===== config.mk =====
export PLATFORM = sky130hd
export DESIGN_NAME = hazard_control_unit
export DESIGN_NICKNAME = d
export VERILOG_FILES = /design/src/rtl/hazard_control_unit.sv
export SDC_FILE = /design/constraint.sdc
export NUM_CORES = 1
export LEC_CHECK = 0
export ABC_AREA = 1
export CORE_MARGIN = 2
export CORE_UTILIZATION = 29
export DETAILED_ROUTE_END_ITERATION = 6
export PLACE_DENSITY_LB_ADDON = 0.08
export SLEW_MARGIN = 40
export SYNTH_ARGS = -nofsm -noshare
export SYNTH_HDL_FRONTEND = slang
export SYNTH_SLANG_ARGS = --single-unit

===== constraint.sdc =====
create_clock -name clk -period 1.6 [get_ports clk]
set_input_delay 0.32 -clock clk [delete_from_list [all_inputs] [get_ports clk]]
set_output_delay 0.32 -clock clk [all_outputs]
set_load 0.02 [all_outputs]

===== src/rtl/hazard_control_unit.sv =====
// hazard_control_unit: pipeline hazard controller for the 5-stage MIPS core.
// Handles load-use interlock with configurable latency, a MUL/DIV HI/LO busy
// interlock, taken-branch flush (overrides stalls) and $zero/unused-operand
// filtering.
// Optional build macro: HAZARD_PERF_CNT_EN adds stall/flush event counters.
module hazard_control_unit #(
  parameter int REG_ADDR_W = 5,
  parameter int LOAD_LAT   = 1,
  parameter int MULDIV_LAT = 4
) (
  input  logic                  clk,
  input  logic                  rst_n,
  input  logic                  MemRead_ID_EX,
  input  logic [REG_ADDR_W-1:0] write_reg_ID_EX,
  input  logic [REG_ADDR_W-1:0] rs_IF_ID,
  input  logic [REG_ADDR_W-1:0] rt_IF_ID,
  input  logic                  rs_used_IF_ID,
  input  logic                  rt_used_IF_ID,
  input  logic                  md_start_ID_EX,
  input  logic                  hilo_read_IF_ID,
  input  logic                  branch_taken_EX,
  output logic                  ControlUnitRst,
  output logic                  pc_WE,
  output logic                  WE_if_id,
  output logic                  flush_if_id,
  output logic                  stall_active
`ifdef HAZARD_PERF_CNT_EN
  ,
  output logic [31:0]           ld_stall_cnt,
  output logic [31:0]           md_stall_cnt,
  output logic [31:0]           flush_cnt
`endif
);

  localparam int LD_W = $clog2(LOAD_LAT + 1);
  localparam int MD_W = $clog2(MULDIV_LAT + 1);
  localparam logic [LD_W-1:0] LD_INIT = LD_W'(LOAD_LAT - 1);
  localparam logic [LD_W-1:0] LD_ONE  = LD_W'(1);
  localparam logic [MD_W-1:0] MD_INIT = MD_W'(MULDIV_LAT);
  localparam logic [MD_W-1:0] MD_ONE  = MD_W'(1);

  typedef enum logic {
    IDLE,
    LD_STALL
  } state_t;

  state_t            state, state_nx;
  logic [LD_W-1:0]   ld_cnt, ld_cnt_nx;
  logic [MD_W-1:0]   md_cnt, md_cnt_nx;

  logic lu;
  logic ld_stall;
  logic md_hazard;
  logic stall;
  logic flush;

  // Hazard detection terms; register $zero and unused operands never hazard.
  always_comb begin
    lu = MemRead_ID_EX && (write_reg_ID_EX != '0) &&
         ((rs_used_IF_ID && (rs_IF_ID == write_reg_ID_EX)) ||
          (rt_used_IF_ID && (rt_IF_ID == write_reg_ID_EX)));
    ld_stall  = (state == LD_STALL) || ((state == IDLE) && lu);
    md_hazard = (md_cnt != '0) && hilo_read_IF_ID;
    stall     = ld_stall || md_hazard;
    flush     = branch_taken_EX;
  end

  // Load FSM next state; a flush squashes the dependent instruction.
  always_comb begin
    state_nx  = state;
    ld_cnt_nx = ld_cnt;
    if (flush) begin
      state_nx  = IDLE;
      ld_cnt_nx = '0;
    end else begin
      case (state)
        IDLE: begin
          if (lu && (LOAD_LAT > 1)) begin
            state_nx  = LD_STALL;
            ld_cnt_nx = LD_INIT;
          end
        end
        LD_STALL: begin
          if (ld_cnt <= LD_ONE) begin
            state_nx  = IDLE;
            ld_cnt_nx = '0;
          end else begin
            ld_cnt_nx = ld_cnt - LD_ONE;
          end
        end
        default: begin
          state_nx  = IDLE;
          ld_cnt_nx = '0;
        end
      endcase
    end
  end

  // HI/LO busy counter: a new MUL/DIV reloads, otherwise count down to 0.
  always_comb begin
    md_cnt_nx = md_cnt;
    if (md_start_ID_EX) begin
      md_cnt_nx = MD_INIT;
    end else if (md_cnt != '0) begin
      md_cnt_nx = md_cnt - MD_ONE;
    end
  end

  // Pipeline control outputs; flush wins over any stall.
  always_comb begin
    ControlUnitRst = 1'b0;
    pc_WE          = 1'b1;
    WE_if_id       = 1'b1;
    flush_if_id    = 1'b0;
    stall_active   = 1'b0;
    if (flush) begin
      flush_if_id    = 1'b1;
      ControlUnitRst = 1'b1;
    end else if (stall) begin
      ControlUnitRst = 1'b1;
      pc_WE          = 1'b0;
      WE_if_id       = 1'b0;
      stall_active   = 1'b1;
    end
  end

  // State and counter registers.
  always_ff @(posedge clk or negedge rst_n) begin
    if (!rst_n) begin
      state  <= IDLE;
      ld_cnt <= '0;
      md_cnt <= '0;
    end else begin
      state  <= state_nx;
      ld_cnt <= ld_cnt_nx;
      md_cnt <= md_cnt_nx;
    end
  end

`ifdef HAZARD_PERF_CNT_EN
  // Event counters; a cycle is attributed to exactly one cause (flush, then load, then md).
  always_ff @(posedge clk or negedge rst_n) begin
    if (!rst_n) begin
      ld_stall_cnt <= '0;
      md_stall_cnt <= '0;
      flush_cnt    <= '0;
    end else begin
      if (flush) begin
        flush_cnt <= flush_cnt + 32'd1;
      end else if (ld_stall) begin
        ld_stall_cnt <= ld_stall_cnt + 32'd1;
      end else if (md_hazard) begin
        md_stall_cnt <= md_stall_cnt + 32'd1;
      end
    end
  end
`endif

endmodule


# ---- Yosys cells after proc, flatten, opt, wreduce, memory -nomap -nowiden
# Cells that the tools add are included.
dict set report op_classes {
  n_addsub 2
  magnitude_cmp 1
  n_eq_ne 2
  n_mux 14
  bitwise_logic 1
  n_reduce_logical 13
}
# operator count
set ops {}
lappend ops {{two-way mux 1 bit} 12}
lappend ops {{== test 5 bit} 2}
lappend ops {{logical AND 1 bit} 6}
lappend ops {{two-way mux 3 bit} 2}
lappend ops {{nonzero test 5 bit} 1}
lappend ops {{nonzero test 2 bit} 2}
lappend ops {{logical OR 1 bit} 3}
lappend ops {{nonzero test 3 bit} 1}
lappend ops {{subtractor 3 x 1 -> 3 bit, second input constant} 1}
lappend ops {{less-or-equal comparator 1 bit, second input constant} 1}
lappend ops {{NOT 1 bit} 1}
lappend ops {{subtractor 1 bit, second input constant} 1}
dict set report totals {
  reg_bits 5
  output_inout_bits 5
  elab_cells 36
}

# ---- Logic depth before layout (Yosys ltp)
dict set report depth {
  depth_word 9
  ltp_mapped 10
  mapped_depth_nobuf 9
}

# ---- Worst setup path before layout
# No wires, ideal clock.
dict set report synth_timing {
  path_type {register to output}
  startpoint {register md_cnt[0]}
  endpoint {output port pc_WE}
  arrival_time_ns 1.224
  t_required_ns 1.280
  path_slack_ns 0.056
  stages_incl_launch_ff 8
  path_cell_list {dfrtp_1 > inv_1 > ha_1 > nand2_1 > nand2_1 > nand2_1 > nand2_1 > buf_4}
}
dict set report synth_via {
  elab_chain_cells 5
}
# item line
set synth_lines {}
lappend synth_lines {{from (decl)} 49} ;# logic [MD_W-1:0] md_cnt, md_cnt_nx;
lappend synth_lines {{from (signal assigned)} 136} ;# md_cnt <= md_cnt_nx;
lappend synth_lines {{nonzero test 3 bit} 63} ;# md_hazard = (md_cnt != '0) && hilo_read_IF_ID;
lappend synth_lines {{logical AND 1 bit} 63}
lappend synth_lines {{logical OR 1 bit} 64} ;# stall = ld_stall || md_hazard;
lappend synth_lines {{two-way mux 1 bit (2 in a row)} -}
lappend synth_lines {{to (decl)} 23} ;# output logic pc_WE,
# No other way between the ends.

# ---- Final worst setup path
dict set report layout_timing {
  startpoint {input port rt_IF_ID[4]}
  endpoint {output port stall_active}
}
dict set report layout_via {
  elab_chain_cells 9
}
# item line
set layout_lines {}
lappend layout_lines {{from (decl)} 16} ;# input logic [REG_ADDR_W-1:0] rt_IF_ID,
lappend layout_lines {{== test 5 bit} 61} ;# (rt_used_IF_ID && (rt_IF_ID == write_reg_ID_EX)));
lappend layout_lines {{logical AND 1 bit} 61}
lappend layout_lines {{logical OR 1 bit} 60} ;# ((rs_used_IF_ID && (rs_IF_ID == write_reg_ID_EX)) ||
lappend layout_lines {{logical AND 1 bit} 59} ;# lu = MemRead_ID_EX && (write_reg_ID_EX != '0) &&
lappend layout_lines {{logical AND 1 bit} 62} ;# ld_stall = (state == LD_STALL) || ((state == IDLE) && lu);
lappend layout_lines {{logical OR 1 bit} 62}
lappend layout_lines {{logical OR 1 bit} 64}
lappend layout_lines {{two-way mux 1 bit} 119} ;# end else if (stall) begin
lappend layout_lines {{two-way mux 1 bit} 116} ;# if (flush) begin
lappend layout_lines {{to (decl)} 26} ;# output logic stall_active
# No other way between the ends.

==> summary.md <==
| Metric | Value |
|---|---|
| Outcome | completed |
| H-tree levels | 1 |
| Critical Path End Type | primary output |
| TritonRoute pass-1 iters | 3 |
| Num CTS Buffers | 3 |
| Type of the worst setup path | input pin to primary output |
| DR WL/cell | 8.04 um |
| Sequential area share after synthesis | 0.176 |
| Worst path cell trace | clkdlybuf4s15_1 -> inv_1 -> nand2_1 -> nand2_1 -> nor2_1 -> nand3_1 -> nand2_1 -> nand2_2 -> a21oi_2 -> buf_6 |
| Drt drc | 0 |
| Critical Path Source | rt_IF_ID[4] |
| Crit-path max cell delay | 0.19 ns |
| Clock slew at reported path FFs | 0.04 ns |
| Filler cells | 144 |
| CTS Buffer Depth | 2 |
| Dpl hpwl | 852 um |
| Row count | 13 |
| Top Registers | md_cnt (3) |
| Rel. slew slack | 0.862 |
| Hold Violations, Final | 0 |
| Port Buf Inserts | 27 |
| Final Cycle Share | 0.962 |
| Via density | between 4 and 5 |
| Worst VDD drop | 0.551 mV |
| GR Overflow Total | 0 |
| Setup ws final | 0.0607 ns |
| Startpoint Class | input pin |
| Fraction of layout cells with a size suffix above 1 | 0.357 |
| Max-cap violation count | 0 |
| Area grow syn2layout | 68.8% |
| Post-Place Cell Area | ~740 sq um |
| RR Startpoint | md_cnt[0]$_DFFE_PN0P_ |
| Post-layout minimum cycle time | 1.54 ns |
| Mapped Area | between 400 and 500 sq um |
| Max-slew violation count | 0 |
| Leakage | 0.000446 uW |
| Die height | 42.3 um |
| Later-pin clock latency in the skew report | 0.23 ns |
| Hold bufs inserted after CTS | 0 |
| Synth unique cells | 16 |
| Vias in the first global route | 480 |
| WP data arrival | 1.22 ns |
| Average cell area after synthesis | 5.25 sq um |
| Die Span X | around 42 um |
| DP Worst Slack | -0.790 ns |
| Wirelength, routed | ~1000 um |
| Largest net degree at the start of global routing | 6 |
| Post-synthesis net count | about 110 |
| Core area | 1330 sq um |
| Gr usage total | 0.132 |
| CP delay by family, top | simple AND/OR/NAND/NOR gates |
| HP Class | input pin to asynchronous set/reset pin |
| RSZ-0062 raised after global routing | false |
| TritonCTS clock tree | built |
| Max reg flops | 3 |
| Endpoints failing setup | 0 |
| ANT cells | 0 |
| First-pass GRT wire length | 1820 um |
| Ys Warns | 0 |
| Worst path bufs/invs | 3 |
| Initial core utilization | 0.319 |
| # IOs | 28 |
| Remaining antenna violation count | 0 |
| Pwr dens | 865 nW/um^2 |
| Finished Cell Area | 718 sq um |
| Reg2Reg Depth | 6 |
| Initial antenna violation count | 0 |
| Die ar. | 1790 sq um |
| Top reg by flops | md_cnt |
| Via count | 531 |
| CTS Root Buffer Type | clkbuf_4 |
| Worst slew pin tran | roughly 0.21 ns |
| Worst path most repeated cell | nand2_1 |
| Syn Inst Count | 81 |
| GPL Wtd Cong | between 0.7 and 0.8 |
| Skew final | 0.000514 ns |
| Worst path depth | 10 |
| Critical path peak fanout | 3 |
| Critical path data required time | 1.28 ns |
| CP max-delay cell | clkdlybuf4s15_1 |
| Layout net count | ~140 |
| Seq cells post-synth | 3 |
| Initial DRC Count | 7 |
| Num Clock Sinks | 3 |
| Achievable Freq | around 0.65 GHz |
-- synth_stat cells --
cell      instances  area [sq um]
a21oi_1           2          10.0
ha_1              2          25.0
inv_2             5          18.8
a21oi_2           1          8.76
inv_1            14          52.6
nand4_1           1          6.26
o21ai_0           2          10.0
buf_4             2          15.0
nor2_1            9          33.8
dfrtp_1           3          75.1
nor2_2            1          6.26
nand3_1           3          15.0
nand2_2           2          12.5
xnor2_1           1          8.76
nand2_1          32           120
a211oi_1          1          7.51
-- per-layer routing --
metal | part of all wire | GRT usage | wire (um) | vias to the layer above
li1 | - | - | - | 305
met1 | 0.40 | 0.132 | 414 | 214
met2 | 0.55 | 0.243 | 570 | 12
met3 | 0.057 | 0.0345 | 60 | 0
met4 | 0 | 0.0750 | 0 | 0
met5 | 0 | 0 | 0 | -
-- worst reg2reg max path: stages, from the launching register on --
cell and delay, ns:
dfrtp_1 0.37, inv_2 0.09, ha_4 0.13, nand2_2 0.05, buf_4 0.14, o21ai_0 0.14, a21oi_1 0.06
-- cells in the final DEF (no fill, tap or decap) --
cell type        netlist  routed
a211oi_1               1       1
a21oi_1                2       2
a21oi_2                1       1
buf_2                  0       4
buf_4                  2       5
buf_6                  0       3
clkbuf_1               0       1
clkbuf_2               0      10
clkbuf_4               0       3
clkdlybuf4s15_1        0       2
clkdlybuf4s50_1        0       4
dfrtp_1                3       3
dlygate4sd2_1          0       3
dlymetal6s2s_1         0       1
ha_1                   2       1
ha_4                   0       1
inv_1                 14      12
inv_2                  5       7
nand2_1               32      28
nand2_2                2       6
nand3_1                3       3
nand4_1                1       1
nor2_1                 9       9
nor2_2                 1       1
o21ai_0                2       1
o21ai_1                0       1
xnor2_1                1       1
-- path summary, 6_finish.rpt --
| kind | slack [ns] | endpoint |
|---|---|---|
| setup / recovery | 0.06 | stall_active |
| hold / removal | 0.27 | md_cnt[1]$_DFFE_PN0P_ |
| setup reg to reg | 0.49 | md_cnt[0]$_DFFE_PN0P_ |
| hold reg to reg | 0.55 | md_cnt[0]$_DFFE_PN0P_ |
| max in group asynchronous | 1.19 | md_cnt[2]$_DFFE_PN0P_ |
| min in group clk | 0.55 | md_cnt[0]$_DFFE_PN0P_ |
-- per-stage QoR --
| step | utilization | TNS, ns | hold WS [ns] | instances | total power [uW] |
|---|---|---|---|---|---|
| detailed placement | 0.553 | -3.15 | 0.509 | 126 | 474 |
| global route | 0.538 | 0 | 0.271 | 130 | 694 |
| floorplan | - | 0 | 0.0244 | 81 | 302 |
| finish | 0.538 | 0 | 0.269 | 130 | 621 |
| global placement | 0.553 | -3.08 | 0.514 | 126 | 472 |
| CTS | 0.562 | -0.0170 | 0.259 | 130 | 608 |
-- kinds of logic (layout without fill, tap and decap cells) --
group | Yosys count | in the layout | synth area share
XOR/XNOR | 1 | 1 | 0.0206
AO/OA/AOI/OAI | 6 | 6 | 0.0853
flip-flops | 3 | 3 | 0.176
adder cells (fa/ha/maj) | 2 | 2 | 0.0588
buffers and inverters | 21 | 55 | 0.203
AND/OR/NAND/NOR | 48 | 48 | 0.456
-- cell type report --
cell class | count | area (sq um) | area share
Multi-Input combinational cell | 57 | 287 | 0.399
Timing Repair Buffer | 32 | 240 | 0.334
Sequential cell | 3 | 75.1 | 0.105
Inverter | 19 | 71.3 | 0.0993
Clock buffer | 4 | 26.3 | 0.0366
Tap cell | 15 | 18.8 | 0.0261
-- power by group --
part	leakage (uW)	internal (uW)	switching [uW]	total [uW]
logic	0.000395	196	172	368
clock network	0.0000150	93.3	37.3	131
registers	0.0000358	106	16.2	123
-- timing repair --
action	in CTS	in global routing
resized for setup	58	23
endpoints found under the setup margin	5	4
setup buffers	0	0
pin swaps	13	18
No activity file was read; power rests on OpenSTA's default activity.
